<file path="src/rtl/lkt_engine.sv">
// Lookup-table engine: configurable slot table, per-entry round-robin choice,
// one-cycle read stage feeding a response FIFO with valid/ready handshakes.
module lkt_engine #(
    parameter int RESULT_WIDTH = 3,
    parameter int NUM_LOOKUPS  = 8,
    parameter int NUM_CHOICES  = 2,
    parameter int RSP_DEPTH    = 4,
    localparam int IW = (NUM_LOOKUPS > 1) ? $clog2(NUM_LOOKUPS) : 1,
    localparam int CW = (NUM_CHOICES > 1) ? $clog2(NUM_CHOICES) : 1
) (
    input  logic                    clk,
    input  logic                    rst,
    input  logic                    cfg_we,
    input  logic [IW-1:0]           cfg_idx,
    input  logic [CW-1:0]           cfg_choice,
    input  logic [RESULT_WIDTH-1:0] cfg_data,
    input  logic                    req_valid,
    output logic                    req_ready,
    input  logic [IW-1:0]           req_idx,
    input  logic                    req_mode,
    input  logic [CW-1:0]           req_choice,
    output logic                    rsp_valid,
    input  logic                    rsp_ready,
    output logic [RESULT_WIDTH-1:0] rsp_data,
    output logic [CW-1:0]           rsp_choice,
    output logic                    rsp_miss,
    output logic [15:0]             miss_count
);

    localparam int PW = (RSP_DEPTH > 1) ? $clog2(RSP_DEPTH) : 1;
    localparam int OW = $clog2(RSP_DEPTH + 1) + 1;

    typedef struct packed {
        logic [RESULT_WIDTH-1:0] data;
        logic [CW-1:0]           choice;
        logic                    miss;
    } rsp_t;

    logic [RESULT_WIDTH-1:0] tbl_data [NUM_LOOKUPS][NUM_CHOICES];
    logic                    tbl_wr   [NUM_LOOKUPS][NUM_CHOICES];
    logic [CW-1:0]           rr_ptr   [NUM_LOOKUPS];

    logic          cfg_ok;
    logic          accept;
    logic          lk_idx_ok;
    logic          lk_ch_ok;
    logic          lk_hit;
    logic [CW-1:0] lk_choice;
    rsp_t          lk_rsp;

    logic          s1_valid;
    rsp_t          s1_rsp;

    rsp_t          fifo_mem [RSP_DEPTH];
    logic [PW-1:0] wr_ptr;
    logic [PW-1:0] rd_ptr;
    logic [OW-1:0] count;
    logic          push;
    logic          pop;
    rsp_t          head;

    function automatic logic [PW-1:0] ptr_inc(input logic [PW-1:0] p);
        return (p == PW'(RSP_DEPTH - 1)) ? '0 : p + PW'(1);
    endfunction

    function automatic logic [CW-1:0] rr_inc(input logic [CW-1:0] p);
        return (p == CW'(NUM_CHOICES - 1)) ? '0 : p + CW'(1);
    endfunction

    assign cfg_ok = cfg_we && (32'(cfg_idx) < NUM_LOOKUPS) && (32'(cfg_choice) < NUM_CHOICES);

    // Held low during reset so no request is accepted while state is being cleared.
    assign req_ready = !rst && ((count + OW'(s1_valid)) < OW'(RSP_DEPTH));
    assign accept    = req_valid && req_ready;

    // Table is read combinationally at accept, so a same-edge cfg write is not yet visible.
    always_comb begin
        lk_idx_ok = 32'(req_idx) < NUM_LOOKUPS;
        lk_choice = '0;
        if (lk_idx_ok) begin
            lk_choice = req_mode ? rr_ptr[req_idx] : req_choice;
        end
        lk_ch_ok      = 32'(lk_choice) < NUM_CHOICES;
        lk_hit        = lk_idx_ok && lk_ch_ok && tbl_wr[req_idx][lk_choice];
        lk_rsp.data   = lk_hit ? tbl_data[req_idx][lk_choice] : '0;
        lk_rsp.choice = lk_choice;
        lk_rsp.miss   = !lk_hit;
    end

    always_ff @(posedge clk or posedge rst) begin
        if (rst) begin
            for (int i = 0; i < NUM_LOOKUPS; i++) begin
                rr_ptr[i] <= '0;
                for (int j = 0; j < NUM_CHOICES; j++) begin
                    tbl_data[i][j] <= '0;
                    tbl_wr[i][j]   <= 1'b0;
                end
            end
        end else begin
            if (cfg_ok) begin
                tbl_data[cfg_idx][cfg_choice] <= cfg_data;
                tbl_wr[cfg_idx][cfg_choice]   <= 1'b1;
            end
            if (accept && req_mode && lk_idx_ok) begin
                rr_ptr[req_idx] <= rr_inc(rr_ptr[req_idx]);
            end
        end
    end

    always_ff @(posedge clk or posedge rst) begin
        if (rst) begin
            s1_valid   <= 1'b0;
            s1_rsp     <= '0;
            miss_count <= '0;
        end else begin
            s1_valid <= accept;
            if (accept) begin
                s1_rsp <= lk_rsp;
                if (lk_rsp.miss && (miss_count != 16'hFFFF)) begin
                    miss_count <= miss_count + 16'd1;
                end
            end
        end
    end

    // Admission control guarantees room for the stage-1 entry, so push is unconditional.
    assign push = s1_valid;
    assign pop  = rsp_valid && rsp_ready;

    always_ff @(posedge clk or posedge rst) begin
        if (rst) begin
            wr_ptr <= '0;
            rd_ptr <= '0;
            count  <= '0;
            for (int i = 0; i < RSP_DEPTH; i++) begin
                fifo_mem[i] <= '0;
            end
        end else begin
            if (push) begin
                fifo_mem[wr_ptr] <= s1_rsp;
                wr_ptr           <= ptr_inc(wr_ptr);
            end
            if (pop) begin
                rd_ptr <= ptr_inc(rd_ptr);
            end
            count <= count + OW'(push) - OW'(pop);
        end
    end

    assign head       = fifo_mem[rd_ptr];
    assign rsp_valid  = (count != '0);
    assign rsp_data   = rsp_valid ? head.data   : '0;
    assign rsp_choice = rsp_valid ? head.choice : '0;
    assign rsp_miss   = rsp_valid ? head.miss   : 1'b0;

endmodule

</file>
<file path="config.mk">
export PLATFORM = sky130hd
export DESIGN_NAME = lkt_engine
export DESIGN_NICKNAME = d
export VERILOG_FILES = /design/src/rtl/lkt_engine.sv
export SDC_FILE = /design/constraint.sdc
export NUM_CORES = 1
export LEC_CHECK = 0
export ABC_AREA = 1
export CORE_UTILIZATION = 54
export CTS_CLUSTER_SIZE = 20
export DETAILED_ROUTE_END_ITERATION = 6
export PLACE_DENSITY = 0.77
export SYNTH_ARGS = -nofsm -noshare
export SYNTH_HDL_FRONTEND = slang
export SYNTH_SLANG_ARGS = --single-unit
</file>
<file path="constraint.sdc">
create_clock -name clk -period 3.7 [get_ports clk]
set_input_delay 0.74 -clock clk [delete_from_list [all_inputs] [get_ports clk]]
set_output_delay 0.74 -clock clk [all_outputs]
set_load 0.01 [all_outputs]
</file>
==> summary.md <==
| Metric | Value |
|---|---|
| Synth area leaders | `dfrtp_1, nand2_1, o21ai_0` |
| Fin. max-slew vios | `0` |
| Final core utilization | `64.9%` |
| Clock net sink count | `122` |
| IO Count | `40` |
| Final net count | `875` |
| Peak supply drop | `0.000426 V` |
| Setup ws final | `0.605 ns` |
| Clock Power Share | `35.9%` |
| IO buf count | `39` |
| Gate Count Post-Synth | `807` |
| Sequential area share after synthesis | `48.3%` |
| Setup TNS | `0 ns` |
| Area growth syn-to-layout | `17.4%` |
| Placed inst area | `0.00680 mm²` |
| Filler cell count | `954` |
| Mapped cell area | `0.00631 mm²` |
| Clk_skew | `0.00651 ns` |
| Htree depth | `4` |
| Multi-input logic area | `0.00280 mm²` |
| Largest net degree at the start of global routing | `105` |
| HP Start | `tbl_wr[6]` |
| Maxcap violations | `0` |
| Outcome | `finished, final reports clean` |
| Placer Congestion | `0.879` |
| CTS Root Cell | `clkbuf_16` |
| Tightest Hold Check Type | `reg2reg` |
| Setup repair bufs after CTS | `0` |
| Setup WS pre-CTS | `0.447 ns` |
| # setup viols final | `0` |
| DRT Pass-1 Iters | `7` |
| Leak | `3.62 nW` |
| WP data arrival | `2.36 ns` |
| Avg Synthesized Cell Area | `7.83 µm²` |
| Max_slew headroom | `54.0%` |
| Final hold vios | `0` |
| TritonCTS clock tree | `built` |
| Slew @ Worst Pin | `0.688 ns` |
| Vias | `5413` |
| Period utilisation layout | `83.7%` |
| Core Box Area | `0.0114 mm²` |
| Total Routed Length | `14400 µm` |
| Crit path capture type | `output pin` |
| Num rows | `39` |
| Initial antenna violation count | `0` |
| RR Startpoint | `push` |
| Synthesized Nets | `834` |
| Tot GR Track Use | `26.2%` |
| Die area | `0.0121 mm²` |
| Internal | `0.00329 W` |
| Pwr dens | `642 mW/mm²` |
| WL/cell | `14.4 µm` |
| Fin crit period | `3.10 ns` |
| Width of the chip | `110 µm` |
| Routed vias/inst | `5.40` |
| Crit start category | `register` |
| Req. time, crit path | `2.96 ns` |
| Register-to-register setup slack | `1.15 ns` |
| Cts bufs inserted | `17` |
| Antenna-violating nets left | `0` |
| Design area | `0.00741 mm²` |
| Worst skew pair latency | `0.42 ns` |
| Drt drc | `0` |
| Synth warnings | `0` |
| # hold bufs at CTS | `0` |
| Reg power frac | `39.9%` |
| #FFs+latches synth | `122` |
| Crit. Startpoint | `push` |
| Initial core utilization | `55.3%` |
| Share of layout cells above drive strength 1 | `9.30%` |
| Cell taking the most area after synthesis | `dfrtp_1` |
| Hpwl dp | `9660 µm` |
| Sw Pwr | `0.00147 W` |
| RSZ-0062 raised after global routing | `no` |
| Logic gate share of total power | `24.3%` |
| Post-cts resize count | `0` |
| Vias in the first global route | `5114` |
| Register Area | `0.00305 mm²` |
| DR iter-0 viols | `418` |
| Clk slew on worst S/H paths | `0.05 ns` |
| Synth cell types | `35` |
| Switching part of the total | `30.9%` |
| Number of diodes | `0` |
| Critical Path Fanout Max | `9` |
| Die height | `110 µm` |
| Yosys top cell area share | `48.3%` |
| Global-route wire length before repair | `24200 µm` |
| Total grt overflow | `0` |
| Kind of critical path | `reg2out` |
| FMAX | `323 MHz` |
| CTS max path bufs | `2` |
## flip-flops by register name (all words and copies together) (netlist names)
signal	count
tbl_wr	16
push	1
tbl_data	48
rr_ptr	8
s1_rsp	5
fifo_mem	20
miss_count	16
rd_ptr	2
count	4
wr_ptr	2
## synthesized netlist by cell type
cell type  count
nor3_1        11
nand3b_1       1
nand2_8        1
inv_1         83
nand2_4        2
xnor2_1        7
a22oi_1        1
o21ai_0      105
dfrtp_1      122
nor3b_1        1
nand2_1      280
nand3_1       22
or2_1          1
nor2_4         4
nor2_1        54
nand3_2        3
nor2_2         2
nand3b_4       1
nand3_4        3
clkbuf_1       9
nor4_1         1
ha_1          10
xor2_1         8
buf_2          7
nand4_1       18
inv_2          3
a21oi_1       11
xnor2_2        1
buf_6          4
o21ai_1        5
or2_2          7
nor3_2         1
nand2_2       15
buf_4          2
buf_8          1
## through the flow
stage               cells  total power (W)  hold slack, ns
finish               1003          0.00476           0.449
global route         1003          0.00505           0.470
CTS                  1003          0.00478           0.447
detailed placement    972          0.00306           0.434
global placement      972          0.00300           0.429
floorplan             807          0.00267           0.419
## worst max-delay path, stage by stage (launching register included)
cell             delay (ns)
dfrtp_1                0.47
ha_1                   0.26
ha_1                   0.19
inv_1                  0.07
or2_1                  0.14
nand2_2                0.10
nor3_1                 0.17
clkdlybuf4s50_1        0.55
## per-layer routing
| layer | vias to the layer above | GRT usage, % | wire (µm) |
|---|---|---|---|
| met5 | - | 0 | 0 |
| li1 | 2640 | - | - |
| met3 | 33 | 5.64 | 820 |
| met2 | 182 | 41.4 | 6790 |
| met1 | 2558 | 34.8 | 6480 |
| met4 | 0 | 11.7 | 341 |
## power by group through the flow
stage	logic [W]	clock network, W	registers [W]
2_1_floorplan	0.000828	0	0.00185
3_3_place_gp	0.00111	0	0.00190
3_5_place_dp	0.00115	0	0.00191
4_1_cts	0.00116	0.00172	0.00189
5_1_grt	0.00133	0.00178	0.00194
6_report	0.00115	0.00171	0.00190
## layout by cell type, fill, tap and decap left out, types with 4 or more instances in the layout
cell / netlist / routed
nand2_1: 280 / 280
dfrtp_1: 122 / 122
o21ai_0: 105 / 105
inv_1: 83 / 82
nor2_1: 54 / 54
clkdlybuf4s50_1: 0 / 39
nand3_1: 22 / 22
nand4_1: 18 / 18
clkbuf_16: 0 / 17
nand2_2: 15 / 15
a21oi_1: 11 / 11
nor3_1: 11 / 11
ha_1: 10 / 10
xor2_1: 8 / 8
or2_2: 7 / 7
xnor2_1: 7 / 7
o21ai_1: 5 / 5
clkbuf_8: 0 / 5
clkinv_2: 0 / 5
buf_4: 2 / 5
nor2_4: 4 / 4
## final cells by class
type / instances / share of cell area (%)
Clock inverter: 8 / 1.55
Sequential cell: 122 / 41.2
Timing Repair Buffer: 45 / 6.04
Clock buffer: 23 / 6.72
Inverter: 86 / 4.40
Tap cell: 143 / 2.41
Multi-Input combinational cell: 576 / 37.7
## final timing paths
path,depth (start not counted),to
max,7,req_ready
min,2,tbl_wr[6]
max reg2reg,11,miss_count[15]
min reg2reg,2,tbl_wr[6]
max in group asynchronous,3,tbl_data[0]
min in group asynchronous,2,count[1]
## cells by family after synthesis
logic type | after synthesis | share of synthesized area, %
xor+xnor | 16 | 2.34
simple gates | 428 | 30.2
flops | 122 | 48.3
buf+inv | 109 | 7.39
compound gates | 122 | 9.71
fa+ha+maj | 10 | 1.98
(Power assumes the default switching activity.)
